--- src/rtl/mips_pkg.sv ---
// mips_pkg: shared definitions for the MIPS control logic.
//   state_t  - multicycle controller states (4-bit encoding)
//   OP_*     - instr[31:26] opcodes recognised by the controllers
//   FN_*     - instr[5:0] R-type function codes
//   ALU_*    - ALU function encodings driven on alucontrol
//   aluop_t  - coarse ALU request from a controller to alu_decoder
package mips_pkg;

    typedef enum logic [3:0] {
        S_FETCH   = 4'd0,
        S_DECODE  = 4'd1,
        S_MEMADR  = 4'd2,
        S_MEMRD   = 4'd3,
        S_MEMWB   = 4'd4,
        S_MEMWR   = 4'd5,
        S_RTYPEEX = 4'd6,
        S_RTYPEWB = 4'd7,
        S_BEQEX   = 4'd8,
        S_ADDIEX  = 4'd9,
        S_ADDIWB  = 4'd10,
        S_JEX     = 4'd11
    } state_t;

    localparam logic [5:0] OP_RTYPE = 6'b000000;
    localparam logic [5:0] OP_LW    = 6'b100011;
    localparam logic [5:0] OP_SW    = 6'b101011;
    localparam logic [5:0] OP_BEQ   = 6'b000100;
    localparam logic [5:0] OP_ADDI  = 6'b001000;
    localparam logic [5:0] OP_J     = 6'b000010;

    localparam logic [5:0] FN_ADD = 6'b100000;
    localparam logic [5:0] FN_SUB = 6'b100010;
    localparam logic [5:0] FN_AND = 6'b100100;
    localparam logic [5:0] FN_OR  = 6'b100101;
    localparam logic [5:0] FN_SLT = 6'b101010;

    typedef logic [2:0] aluctl_t;

    localparam aluctl_t ALU_ADD = 3'b010;
    localparam aluctl_t ALU_SUB = 3'b110;
    localparam aluctl_t ALU_AND = 3'b000;
    localparam aluctl_t ALU_OR  = 3'b001;
    localparam aluctl_t ALU_SLT = 3'b111;

    typedef enum logic [1:0] {
        ALUOP_ADD   = 2'b00,
        ALUOP_SUB   = 2'b01,
        ALUOP_FUNCT = 2'b10
    } aluop_t;

endpackage

--- src/rtl/alu_decoder.sv ---
// alu_decoder: maps a controller's ALU request and the R-type funct field to
// the ALU function code. Purely combinational; shared with the single-cycle core.
//   aluop      in   ALU request: add, sub, or decode from funct
//   funct      in   instr[5:0]
//   alucontrol out  ALU function encoding (add when nothing else applies)
//   bad_funct  out  high when aluop asks for funct decode and funct is unsupported
module alu_decoder
    import mips_pkg::*;
(
    input  aluop_t     aluop,
    input  logic [5:0] funct,
    output aluctl_t    alucontrol,
    output logic       bad_funct
);

    // NOTE: every output gets a default before the case so no path leaves it
    // unassigned; otherwise a latch is inferred.
    always_comb begin
        alucontrol = ALU_ADD;
        bad_funct  = 1'b0;
        case (aluop)
            ALUOP_ADD: alucontrol = ALU_ADD;
            ALUOP_SUB: alucontrol = ALU_SUB;
            ALUOP_FUNCT: begin
                case (funct)
                    FN_ADD:  alucontrol = ALU_ADD;
                    FN_SUB:  alucontrol = ALU_SUB;
                    FN_AND:  alucontrol = ALU_AND;
                    FN_OR:   alucontrol = ALU_OR;
                    FN_SLT:  alucontrol = ALU_SLT;
                    default: bad_funct  = 1'b1;
                endcase
            end
            default: alucontrol = ALU_ADD;
        endcase
    end

endmodule

--- src/rtl/mips_multicycle_ctrl.sv ---
// mips_multicycle_ctrl: Moore control FSM for the multicycle MIPS datapath.
//   clk, reset           rising-edge clock, asynchronous active-high reset
//   op, funct, zero      instruction fields and ALU zero flag
//   pcen                 PC enable = pcwrite | (branch & zero)
//   irwrite, memwrite,
//   regwrite             write strobes (at most one high per cycle)
//   iord, alusrca,
//   alusrcb, pcsrc,
//   memtoreg, regdst     datapath mux selects
//   alucontrol           ALU function
//   illegal              one-cycle pulse on an unsupported op or funct
module mips_multicycle_ctrl
    import mips_pkg::*;
#(
    parameter int ALUCTL_W = 3
) (
    input  logic                clk,
    input  logic                reset,
    input  logic [5:0]          op,
    input  logic [5:0]          funct,
    input  logic                zero,
    output logic                pcen,
    output logic                irwrite,
    output logic                memwrite,
    output logic                regwrite,
    output logic                iord,
    output logic                alusrca,
    output logic [1:0]          alusrcb,
    output logic [1:0]          pcsrc,
    output logic                memtoreg,
    output logic                regdst,
    output logic [ALUCTL_W-1:0] alucontrol,
    output logic                illegal
);

    state_t  state, state_next;
    logic    is_sw;        // lw/sw choice captured in DECODE, op is not sampled later
    aluop_t  aluop;
    aluctl_t dec_ctl;
    logic    bad_funct;
    logic    op_legal;
    logic    pcwrite, branch, irwrite_s, memwrite_s, regwrite_s, illegal_s;

    // NOTE: state registers use non-blocking assignments so every flop samples
    // the pre-edge values regardless of block ordering.
    always_ff @(posedge clk or posedge reset) begin
        if (reset) begin
            state <= S_FETCH;
            is_sw <= 1'b0;
        end else begin
            state <= state_next;
            if (state == S_DECODE)
                is_sw <= (op == OP_SW);
        end
    end

    assign aluop = (state == S_RTYPEEX) ? ALUOP_FUNCT :
                   (state == S_BEQEX)   ? ALUOP_SUB   : ALUOP_ADD;

    alu_decoder u_alu_decoder (
        .aluop      (aluop),
        .funct      (funct),
        .alucontrol (dec_ctl),
        .bad_funct  (bad_funct)
    );

    assign op_legal = (op == OP_LW) || (op == OP_SW) || (op == OP_RTYPE) ||
                      (op == OP_BEQ) || (op == OP_ADDI) || (op == OP_J);

    always_comb begin
        state_next = S_FETCH;
        case (state)
            S_FETCH:  state_next = S_DECODE;
            S_DECODE: begin
                case (op)
                    OP_LW, OP_SW: state_next = S_MEMADR;
                    OP_RTYPE:     state_next = S_RTYPEEX;
                    OP_BEQ:       state_next = S_BEQEX;
                    OP_ADDI:      state_next = S_ADDIEX;
                    OP_J:         state_next = S_JEX;
                    default:      state_next = S_FETCH;
                endcase
            end
            S_MEMADR:  state_next = is_sw ? S_MEMWR : S_MEMRD;
            S_MEMRD:   state_next = S_MEMWB;
            S_RTYPEEX: state_next = bad_funct ? S_FETCH : S_RTYPEWB;
            S_ADDIEX:  state_next = S_ADDIWB;
            // Terminal states and any unencoded value return to FETCH.
            default:   state_next = S_FETCH;
        endcase
    end

    always_comb begin
        pcwrite    = 1'b0;
        branch     = 1'b0;
        irwrite_s  = 1'b0;
        memwrite_s = 1'b0;
        regwrite_s = 1'b0;
        illegal_s  = 1'b0;
        iord       = 1'b0;
        alusrca    = 1'b0;
        alusrcb    = 2'b00;
        pcsrc      = 2'b00;
        memtoreg   = 1'b0;
        regdst     = 1'b0;
        case (state)
            S_FETCH: begin
                irwrite_s = 1'b1;
                pcwrite   = 1'b1;
                alusrcb   = 2'b01;
            end
            S_DECODE: begin
                alusrcb   = 2'b11;
                illegal_s = ~op_legal;
            end
            S_MEMADR, S_ADDIEX: begin
                alusrca = 1'b1;
                alusrcb = 2'b10;
            end
            S_MEMRD: iord = 1'b1;
            S_MEMWB: begin
                regwrite_s = 1'b1;
                memtoreg   = 1'b1;
            end
            S_MEMWR: begin
                iord       = 1'b1;
                memwrite_s = 1'b1;
            end
            S_RTYPEEX: begin
                alusrca   = 1'b1;
                illegal_s = bad_funct;
            end
            S_RTYPEWB: begin
                regwrite_s = 1'b1;
                regdst     = 1'b1;
            end
            S_BEQEX: begin
                alusrca = 1'b1;
                pcsrc   = 2'b01;
                branch  = 1'b1;
            end
            S_ADDIWB: regwrite_s = 1'b1;
            S_JEX: begin
                pcsrc   = 2'b10;
                pcwrite = 1'b1;
            end
            default: ;
        endcase
    end

    assign alucontrol = ALUCTL_W'(dec_ctl);

    // Reset gates the enables combinationally so a write stops at the
    // asserting edge of reset, not at the next clock.
    assign pcen     = (pcwrite | (branch & zero)) & ~reset;
    assign irwrite  = irwrite_s  & ~reset;
    assign memwrite = memwrite_s & ~reset;
    assign regwrite = regwrite_s & ~reset;
    assign illegal  = illegal_s  & ~reset;

endmodule

--- config.mk ---
export PLATFORM = sky130hd
export DESIGN_NAME = mips_multicycle_ctrl
export DESIGN_NICKNAME = d
export VERILOG_FILES = /design/src/rtl/mips_pkg.sv /design/src/rtl/alu_decoder.sv /design/src/rtl/mips_multicycle_ctrl.sv
export SDC_FILE = /design/constraint.sdc
export NUM_CORES = 1
export LEC_CHECK = 0
export CAP_MARGIN = 20
export CELL_PAD_IN_SITES_DETAIL_PLACEMENT = 1
export CELL_PAD_IN_SITES_GLOBAL_PLACEMENT = 2
export CORE_MARGIN = 1
export CORE_UTILIZATION = 33
export CTS_CLUSTER_SIZE = 28
export DETAILED_ROUTE_END_ITERATION = 8
export DONT_BUFFER_PORTS = 1
export PLACE_DENSITY_LB_ADDON = 0.1
export SLEW_MARGIN = 30
export SYNTH_ARGS = -nofsm -noshare
export SYNTH_HDL_FRONTEND = slang
export SYNTH_HIERARCHICAL = 1
export SYNTH_SLANG_ARGS = --single-unit
--- constraint.sdc ---
create_clock -name clk -period 5.8 [get_ports clk]
set_input_delay 0.58 -clock clk [delete_from_list [all_inputs] [get_ports clk]]
set_output_delay 0.58 -clock clk [all_outputs]
set_load 0.01 [all_outputs]
==> results.toml <==
[sta]
final.min_clock_period_ns = 2.79
worstMarginPinSlew_ns = 0.486
report.final.slew_viol_count = 0
setup_viol = 0
fin_setup_tns_ns = 0
slew_headroom = 0.676
hold_ws_ns = 0.140
rsz0062_at_grt = "false"
skew_ns = 0.000314
setup_ws_ns = 3.01
timing.final.hold_violations = 0
fmax_mhz = 359
fin_crit_sh = 0.481

[cells_and_area]
multi_input_area_um2 = 515
most-common-layout-cells = "nor2_1, nand2_1, nor3_1"
final_common_cell = "nor2_1"
utilization = 0.372
fillers = 281
diodes = 0
layout.nets = 116
area_growth_syn_to_layout_pct = 6.57
drive_above_1_share = 0.0714
seq_area_um2 = 125

[hold_path]
min_path_type = "in2async"

[clocking]
cts.clk_slew.worst_paths_ns = 0.04
insertion_delay_ns = 0.24
post_cts_buffers = 0
cts_buffers = 3
htreeDepth = 1
cts_buffer_depth = 2
cts-root-buf = "clkbuf_4"
cts-resized-gates = 0
cts_tree = "yes"
cts_hold_buf = 0
cts_sinks = 5

[synthesis]
synth_fp_nets = 115
synth.ff_latch_count = 5
synth_warnings = 6
syn_area_um2 = 686
ys_types = 31
synth_enable_flop_cells = 0
ys_top_cells_by_area = "dfrtp_1, nor2_1, nor3_1"
yosysTopAreaCell = "dfrtp_1"
synth_ff_type = "dfrtp_1"
avgSynthCellArea_um2 = 7.00
ys_seq_area_frac = 0.182
syn_inst = 98
synth.top_cell.area_share = 0.182
async_flop_share = 1.00

[setup_path]
crit_required_ns = 5.22
critical_path_class = "reg2out"
crit_arrival_ns = 2.21
startpoint_type = "flop"
crit_path_end_kind = "primary output"
crit_fanout = 13
reg2reg_setup_slack_ns = 3.60

[route]
vias = 690
avgRoutedWirePerCell_um = 14.3
first_iter_violations = 9
drc = 0
drtAntennaViolNets = 0
firstDrtPassIters = 4
routed_wl_mm = 1.79
drt-vias-per-instance = 5.52

[floorplanning]
start_util = 0.349
die_w_um = 47.6
die_h_um = 47.6
num_rows = 16
dieArea_um2 = 2260
io_pins = 31
core_um2 = 1960

[power]
swShare = 0.488
clockPowerShare = 0.164
power_w = 0.000245
p_switching_w = 0.000120
p_leak_nw = 0.296
powerDensity_nw_per_um2 = 336
intPower_w = 0.000126
sequentialPowerShare = 0.321
combPwrFrac = 0.515
peakVddDrop_mv = 0.119

[global_routing]
grt_max_degree = 16
grt_use_total = 0.162
grt_pass1_wl_mm = 2.65
antenna_found_initial = 0
grt_pass1_vias = 625
grt_overflow = 0

[placed_design]
io_buffers = 0
pre_cts_slack_ns = 3.25
dpl.hpwl_mm = 1.41
routabilityCongestion = 0.773

[flow_run]
cap_violations = 0

[status]
status = "completed"
state kept, by name, summed over array words and instances (netlist names):
register / count
is_sw: 1
state: 4
cell families after synthesis:
kind of cell / Yosys count / share of synthesized area
AO/OA/AOI/OAI: 19 / 0.208
XOR/XNOR: 3 / 0.0383
adder cells (fa/ha/maj): 2 / 0.0365
buffers and inverters: 12 / 0.0657
flip-flops: 5 / 0.182
multiplexers: 1 / 0.0146
AND/OR/NAND/NOR: 56 / 0.454
power groups by stage:
stage	clock [W]	sequential, W	combinational, W
after floorplan	0	0.0000544	0.000128
after global placement	0	0.0000786	0.000128
after detailed placement	0	0.0000793	0.000128
after CTS	0.0000408	0.0000790	0.000129
after global routing	0.0000448	0.0000830	0.000143
final	0.0000402	0.0000788	0.000126
synth_stat cells (2+ instances only):
cell type / number
xnor2_1: 3
nand2_1: 10
nor2b_1: 3
nor3_1: 9
or3_4: 2
o21ai_0: 2
clkbuf_1: 4
o21ai_1: 2
nand2b_1: 7
and4bb_1: 2
dfrtp_1: 5
inv_1: 8
a32o_1: 2
a31oi_1: 3
ha_1: 2
nor3b_1: 2
o32ai_1: 2
nor2_1: 15
or4_1: 2
a21oi_1: 2
worst max-delay path, cell delays in order (launching register included):
cell,delay (ns)
dfrtp_1,0.52
nand2b_1,0.28
nand2b_1,0.24
inv_1,0.10
ha_1,0.20
inv_1,0.05
a31oi_1,0.23
nand2_1,0.09
o32ai_1,0.26
final cells by class:
type | instances | area share
Clock buffer | 4 | 0.0360
Inverter | 8 | 0.0411
Multi-Input combinational cell | 81 | 0.705
Sequential cell | 5 | 0.171
Tap cell | 27 | 0.0462
per-stage QoR:
step / instance area (um^2) / std cells
2_1_floorplan: 686 / 98
3_3_place_gp: 704 / 121
4_1_cts: 731 / 125
3_5_place_dp: 704 / 121
5_1_grt: 731 / 125
6_report: 731 / 125
path summary, 6_finish.rpt:
| path | from | endpoint | cells past startpoint |
|---|---|---|---|
| min | reset | is_sw | 1 |
| max | state[3] | illegal | 8 |
| min reg2reg | is_sw | is_sw | 2 |
| max in group asynchronous | reset | state[1] | 1 |
| max reg2reg | state[3] | state[1] | 10 |
| min in group clk | op[3] | is_sw | 2 |
metal layers:
metal / GRT usage / routed length, um / up-vias
met3: 0.0264 / 101 / 0
met2: 0.255 / 797 / 25
met5: 0 / 0 / -
met1: 0.233 / 893 / 312
li1: - / - / 353
met4: 0.0333 / 0 / 0
Note: power is estimated with default switching activity, not from simulation.
